==> src/rtl/imem_boot_loader_if.sv <==
// rtl/imem_boot_loader_if.sv - CPU fetch, byte loader and instruction memory signals of the boot loader
interface imem_boot_loader_if #(
  parameter int ADDR_WIDTH = 10,
  parameter int DATA_WIDTH = 32
);
  logic [ADDR_WIDTH-1:0] cpu_addr;
  logic [DATA_WIDTH-1:0] cpu_rdata;
  logic                  cpu_valid;
  logic                  ld_start;
  logic                  ld_valid;
  logic [7:0]            ld_byte;
  logic                  ld_ready;
  logic                  ld_end;
  logic                  ld_done;
  logic                  ld_error;
  logic [ADDR_WIDTH:0]   ld_words;
  logic                  mem_we;
  logic [ADDR_WIDTH-1:0] mem_addr;
  logic [DATA_WIDTH-1:0] mem_wdata;
  logic [DATA_WIDTH-1:0] mem_rdata;

  modport slave (
    input  cpu_addr, ld_start, ld_valid, ld_byte, ld_end, mem_rdata,
    output cpu_rdata, cpu_valid, ld_ready, ld_done, ld_error, ld_words,
           mem_we, mem_addr, mem_wdata
  );

  modport master (
    output cpu_addr, ld_start, ld_valid, ld_byte, ld_end, mem_rdata,
    input  cpu_rdata, cpu_valid, ld_ready, ld_done, ld_error, ld_words,
           mem_we, mem_addr, mem_wdata
  );
endinterface

==> src/rtl/imem_boot_loader.sv <==
// rtl/imem_boot_loader.sv - instruction memory port arbiter between CPU fetch and byte-stream boot loader
module imem_boot_loader #(
  parameter int ADDR_WIDTH = 10,
  parameter int DATA_WIDTH = 32
) (
  input  logic                clk,
  input  logic                rst,
  imem_boot_loader_if.slave   bus
);
  localparam int BYTES = DATA_WIDTH / 8;
  localparam int CNT_W = $clog2(BYTES) + 1;
  localparam logic [CNT_W-1:0] BYTES_C = CNT_W'(BYTES);

  typedef enum logic [1:0] {RUN, LOAD, WRITE, DONE} state_t;

  state_t                state, state_d;
  logic [CNT_W-1:0]      byte_cnt;
  logic [CNT_W-1:0]      cnt_inc;
  logic [ADDR_WIDTH-1:0] word_addr;
  logic [DATA_WIDTH-1:0] buffer;
  logic [ADDR_WIDTH:0]   ld_words;
  logic                  ld_error;
  logic                  pend_end;
  logic                  full;
  logic                  restart;
  logic                  ld_ready, cpu_valid, mem_we, ld_done;
  logic [ADDR_WIDTH-1:0] mem_addr;

  // Memory is full once the word count reaches 2^ADDR_WIDTH (top bit set).
  assign full    = ld_words[ADDR_WIDTH];
  assign cnt_inc = byte_cnt + 1'b1;
  assign restart = bus.ld_start && (state == RUN || state == LOAD);

  always_comb begin
    state_d   = state;
    ld_ready  = 1'b0;
    cpu_valid = 1'b0;
    mem_we    = 1'b0;
    ld_done   = 1'b0;
    mem_addr  = word_addr;
    case (state)
      RUN: begin
        cpu_valid = 1'b1;
        mem_addr  = bus.cpu_addr;
        if (bus.ld_start) state_d = LOAD;
      end
      LOAD: begin
        ld_ready = 1'b1;
        if (bus.ld_start) begin
          state_d = LOAD;
        end else if (bus.ld_valid && !full) begin
          if (cnt_inc == BYTES_C || bus.ld_end) state_d = WRITE;
        end else if (bus.ld_end) begin
          state_d = (byte_cnt == '0) ? DONE : WRITE;
        end
      end
      WRITE: begin
        mem_we  = 1'b1;
        state_d = (pend_end || bus.ld_end) ? DONE : LOAD;
      end
      DONE: begin
        ld_done = 1'b1;
        state_d = RUN;
      end
      default: state_d = RUN;
    endcase
  end

  always_ff @(posedge clk or posedge rst) begin
    if (rst) begin
      state     <= RUN;
      byte_cnt  <= '0;
      word_addr <= '0;
      buffer    <= '0;
      ld_words  <= '0;
      ld_error  <= 1'b0;
      pend_end  <= 1'b0;
    end else begin
      state <= state_d;
      if (restart) begin
        byte_cnt  <= '0;
        word_addr <= '0;
        buffer    <= '0;
        ld_words  <= '0;
        ld_error  <= 1'b0;
        pend_end  <= 1'b0;
      end else begin
        case (state)
          LOAD: begin
            if (bus.ld_valid) begin
              if (full) begin
                ld_error <= 1'b1;
              end else begin
                buffer[8*byte_cnt +: 8] <= bus.ld_byte;
                byte_cnt                <= cnt_inc;
              end
            end
            if (bus.ld_end) pend_end <= 1'b1;
          end
          WRITE: begin
            // Saturate rather than wrap so a full memory never overwrites word 0.
            if (word_addr != '1) word_addr <= word_addr + 1'b1;
            ld_words <= ld_words + 1'b1;
            byte_cnt <= '0;
            buffer   <= '0;
            if (bus.ld_end) pend_end <= 1'b1;
          end
          default: ;
        endcase
        if (state_d == DONE) pend_end <= 1'b0;
      end
    end
  end

  assign bus.cpu_rdata = bus.mem_rdata;
  assign bus.cpu_valid = cpu_valid;
  assign bus.ld_ready  = ld_ready;
  assign bus.ld_done   = ld_done;
  assign bus.ld_error  = ld_error;
  assign bus.ld_words  = ld_words;
  assign bus.mem_we    = mem_we;
  assign bus.mem_addr  = mem_addr;
  assign bus.mem_wdata = buffer;
endmodule

==> src/flat_wrapper.sv <==
// flat-port wrapper written by rule: the top's interface ports become plain ports
module imem_boot_loader_flat 
#(
  parameter int ADDR_WIDTH = 10,
  parameter int DATA_WIDTH = 32
)
  (clk, rst, bus_cpu_addr, bus_ld_start, bus_ld_valid, bus_ld_byte, bus_ld_end, bus_mem_rdata, bus_cpu_rdata, bus_cpu_valid, bus_ld_ready, bus_ld_done, bus_ld_error, bus_ld_words, bus_mem_we, bus_mem_addr, bus_mem_wdata);
  imem_boot_loader_if #(.ADDR_WIDTH(ADDR_WIDTH), .DATA_WIDTH(DATA_WIDTH)) bus_i ();
  input  logic clk;
  input  logic rst;
  input wire logic [$bits(bus_i.cpu_addr)-1:0] bus_cpu_addr;
  input wire logic [$bits(bus_i.ld_start)-1:0] bus_ld_start;
  input wire logic [$bits(bus_i.ld_valid)-1:0] bus_ld_valid;
  input wire logic [$bits(bus_i.ld_byte)-1:0] bus_ld_byte;
  input wire logic [$bits(bus_i.ld_end)-1:0] bus_ld_end;
  input wire logic [$bits(bus_i.mem_rdata)-1:0] bus_mem_rdata;
  output wire logic [$bits(bus_i.cpu_rdata)-1:0] bus_cpu_rdata;
  output wire logic [$bits(bus_i.cpu_valid)-1:0] bus_cpu_valid;
  output wire logic [$bits(bus_i.ld_ready)-1:0] bus_ld_ready;
  output wire logic [$bits(bus_i.ld_done)-1:0] bus_ld_done;
  output wire logic [$bits(bus_i.ld_error)-1:0] bus_ld_error;
  output wire logic [$bits(bus_i.ld_words)-1:0] bus_ld_words;
  output wire logic [$bits(bus_i.mem_we)-1:0] bus_mem_we;
  output wire logic [$bits(bus_i.mem_addr)-1:0] bus_mem_addr;
  output wire logic [$bits(bus_i.mem_wdata)-1:0] bus_mem_wdata;
  assign bus_i.cpu_addr = bus_cpu_addr;
  assign bus_i.ld_start = bus_ld_start;
  assign bus_i.ld_valid = bus_ld_valid;
  assign bus_i.ld_byte = bus_ld_byte;
  assign bus_i.ld_end = bus_ld_end;
  assign bus_i.mem_rdata = bus_mem_rdata;
  assign bus_cpu_rdata = bus_i.cpu_rdata;
  assign bus_cpu_valid = bus_i.cpu_valid;
  assign bus_ld_ready = bus_i.ld_ready;
  assign bus_ld_done = bus_i.ld_done;
  assign bus_ld_error = bus_i.ld_error;
  assign bus_ld_words = bus_i.ld_words;
  assign bus_mem_we = bus_i.mem_we;
  assign bus_mem_addr = bus_i.mem_addr;
  assign bus_mem_wdata = bus_i.mem_wdata;
  imem_boot_loader #(.ADDR_WIDTH(ADDR_WIDTH), .DATA_WIDTH(DATA_WIDTH)) u_core (.clk(clk), .rst(rst), .bus(bus_i));
endmodule
==> config.mk <==
export PLATFORM = sky130hd
export DESIGN_NAME = imem_boot_loader_flat
export DESIGN_NICKNAME = d
export VERILOG_FILES = /design/src/rtl/imem_boot_loader_if.sv /design/src/rtl/imem_boot_loader.sv /design/src/flat_wrapper.sv
export SDC_FILE = /design/constraint.sdc
export NUM_CORES = 1
export LEC_CHECK = 0
export ABC_CLOCK_PERIOD_IN_PS = 7300
export BUFFER_PORTS_ARGS = -buffer_cell sky130_fd_sc_hd__buf_2
export CORE_ASPECT_RATIO = 0.9
export CORE_MARGIN = 3
export CORE_UTILIZATION = 45
export DETAILED_ROUTE_END_ITERATION = 10
export PLACE_DENSITY = 0.76
export SLEW_MARGIN = 20
export SYNTH_ARGS = -nofsm -noshare
export SYNTH_HDL_FRONTEND = slang
export SYNTH_SLANG_ARGS = --single-unit
export TNS_END_PERCENT = 100
==> constraint.sdc <==
create_clock -name clk -period 7.3 [get_ports clk]
set_input_delay 0.73 -clock clk [delete_from_list [all_inputs] [get_ports clk]]
set_output_delay 0.73 -clock clk [all_outputs]
set_load 0.01 [all_outputs]
==> results.toml <==
[run_status]
status = "complete, no violations"

[timing]
fin_worst_skew_ns = 0.0111
period_needed_ns = 2.86
timing.hold.ws_ns = 0.503
maxSlewHeadroom = 0.489
hold_viol = 0
fmax_mhz = 349
rsz0062_at_grt = "false"
finalSetupViolations = 0
fin_tns_setup_ns = 0
period_share = 0.392
tightest_slew_ns = 0.766
report.final.slew_viol_count = 0

[detailed_routing]
vias_per_cell = 5.59
post-route-drc-count = 0
ant_nets = 0
drtIter0Drc = 136
routed_wl_um = 7610
routedWlPerCell_um = 16.1
dr_total_vias = 2639
firstDrtPassIters = 4

[placement]
portBuffers = 80
gp_routability_congestion = 0.846
place_inst = 456
dpl.hpwl_um = 5590

[floorplanning]
core-area_um2 = 7110
die_y_um = 87.5
row_count = 29
start_util = 0.467
dieArea_um2 = 8450
die_x_um = 96.6
pin_count = 145

[synthesis]
synth-edff-count = 0
ys_top_cells_by_count = "60 x dfrtp_1, 33 x buf_4, 23 x nand2_1"
ys.flop_type = "dfrtp_1"
yosysWarnings = 0
netlist_instances = 324
synth.most_common_cell = "dfrtp_1"
synth_top_area_cell = "dfrtp_1"
synth_area_um2 = 3320
synth.avg_cell_area_um2 = 10.2
synthTopCellsByArea = "dfrtp_1 45%, buf_4 7.5%, a22o_1 5.5%"
ys_types = 56
synth_top_area_frac = 0.452
synth_fp_nets = 389
seq_area_frac_synth = 0.452
async_flop_share = 1.00
ys_ff_latch = 60

[cts]
cts_tree = "done"
post_cts_buffers = 0
clock-sinks = 60
ctsHtreeMaxLevel = 3
clkLatencyLatePin_ns = 0.35
numCtsBuffers = 9
cts_root_buf = "clkbuf_8"
cts_resized = 0
path_clk_slew_ns = 0.07
hold_buffers = 0
clk_path_buf_depth = 2

[run]
max_cap_violations = 0

[setup_path]
crit_end = "bus_mem_addr[3]"
rr_endpoint = "u_core.word_addr[7]$_DFFE_PP0P_"
path_max_fanout = 19
rrSetupSlack_ns = 4.52
crit_type = "reg2out"
critPathLaunchType = "flip-flop"
worstReg2RegStart = "u_core.state[1]$_DFF_PP0_"
cp.arrival_ns = 2.13
cp-end-kind = "primary output"
worstPathRequired_ns = 6.57
reg2reg_depth = 7
critPathLaunch = "u_core.state[1]$_DFF_PP0_"

[global_routing]
grt_pass1_vias = 2602
antenna_found_initial = 0
groute.usage.overall = 0.190
grt_start_max_net_pins = 61
grt_overflow = 0
grt_pass1_wl_um = 12400

[finish]
drive_gt1_frac = 0.319
syn2layout_area_growth_pct = 12.8
fin_nets = 439
diodes = 0
fillers = 678
final_cells = 472

[power]
p_leak_nw = 1.88
powerDensity_nw_per_um2 = 350
irDropWorstVdd_mv = 0.148

[hold_path]
hold_class = "reg2reg"
metal layers:
layer / vias to the layer above / share of wire / global-route usage
met5: - / 0 / 0
met4: 0 / 0.019 / 0.0803
met3: 19 / 0.085 / 0.0648
met2: 107 / 0.45 / 0.281
met1: 1270 / 0.44 / 0.254
li1: 1243 / - / -
worst max-delay path, stage by stage, from the launching register on:
cell,delay [ns]
dfrtp_1,0.46
inv_1,0.13
ha_1,0.65
mux2_2,0.41
buf_2,0.14
state kept, by name, summed over array words and instances, names as in the netlist:
name	count
u_core.bus.mem_wdata	32
u_core.state	2
u_core.word_addr	10
u_core.byte_cnt	3
u_core.pend_end	1
u_core.bus.ld_words	11
u_core.bus.ld_error	1
report_power, final:
| group | internal (mW) | switching, mW |
|---|---|---|
| Clock | 0.159 | 0.145 |
| Combinational | 0.219 | 0.341 |
| Sequential | 0.390 | 0.0568 |
cell families (layout without fill, tap and decap cells):
family          after synthesis  after routing  share of synthesized area
compound gates               76             76                      0.170
xor+xnor                      5              5                     0.0132
fa+ha+maj                    10             10                     0.0377
buf+inv                      60            115                      0.112
flops                        60             60                      0.452
mux                          21             21                     0.0674
simple gates                 92             92                      0.148
area by class of cell:
class | instances | area, um^2 | area share
clock buffers | 9 | 124 | 0.0331
repair buffers | 82 | 415 | 0.111
clock inverters | 7 | 75.1 | 0.0200
flip-flops and latches | 60 | 1500 | 0.401
inverters | 17 | 63.8 | 0.0170
well taps | 93 | 116 | 0.0311
multi-input cells | 204 | 1450 | 0.387
how the worst min path moves through the flow:
stage	start	cells past startpoint	slack, ns	endpoint
final	u_core.bus.mem_wdata[8]$_DFFE_PP0P_	1	0.50	u_core.bus.mem_wdata[8]$_DFFE_PP0P_
after global routing	u_core.bus.mem_wdata[29]$_DFFE_PP0P_	1	0.52	u_core.bus.mem_wdata[29]$_DFFE_PP0P_
after CTS	u_core.bus.mem_wdata[8]$_DFFE_PP0P_	1	0.51	u_core.bus.mem_wdata[8]$_DFFE_PP0P_
after detailed placement	u_core.bus.mem_wdata[8]$_DFFE_PP0P_	1	0.49	u_core.bus.mem_wdata[8]$_DFFE_PP0P_
after global placement	u_core.bus.mem_wdata[22]$_DFFE_PP0P_	1	0.48	u_core.bus.mem_wdata[22]$_DFFE_PP0P_
after floorplan	u_core.word_addr[0]$_DFFE_PP0P_	1	0.50	u_core.word_addr[0]$_DFFE_PP0P_
stage by stage:
| step | util | worst slack, ns | power [mW] | area, um^2 |
|---|---|---|---|---|
| 3_3_place_gp | 0.499 | 4.63 | 0.996 | 3550 |
| 3_5_place_dp | 0.499 | 4.48 | 1.01 | 3550 |
| 2_1_floorplan | - | 4.95 | 0.880 | 3320 |
| 4_1_cts | 0.527 | 4.42 | 1.32 | 3740 |
| 6_report | 0.527 | 4.44 | 1.31 | 3750 |
| 5_1_grt | 0.527 | 4.29 | 1.41 | 3750 |
cell usage in the layout, fill, tap and decap left out, drive strengths merged, types with 2 or more instances in the layout:
| cell | count |
|---|---|
| nor4 | 4 |
| or2 | 4 |
| xor2 | 2 |
| or4 | 5 |
| clkinvlp | 3 |
| mux2 | 11 |
| a31o | 2 |
| a32o | 2 |
| a22o | 21 |
| o22ai | 2 |
| a31oi | 2 |
| o31ai | 4 |
| o2111ai | 2 |
| xnor2 | 3 |
| o21ai | 14 |
| nor3 | 6 |
| nor4b | 2 |
| o21a | 2 |
| clkbuf | 9 |
| ha | 10 |
| nand2 | 23 |
| a211oi | 2 |
| nand3 | 8 |
| buf | 82 |
| nor2 | 20 |
| dfrtp | 60 |
| nand4 | 4 |
| inv | 19 |
| nor2b | 2 |
| mux2i | 10 |
| and2 | 4 |
| or3 | 4 |
| a21oi | 11 |
No activity file was read; power rests on OpenSTA's default activity.
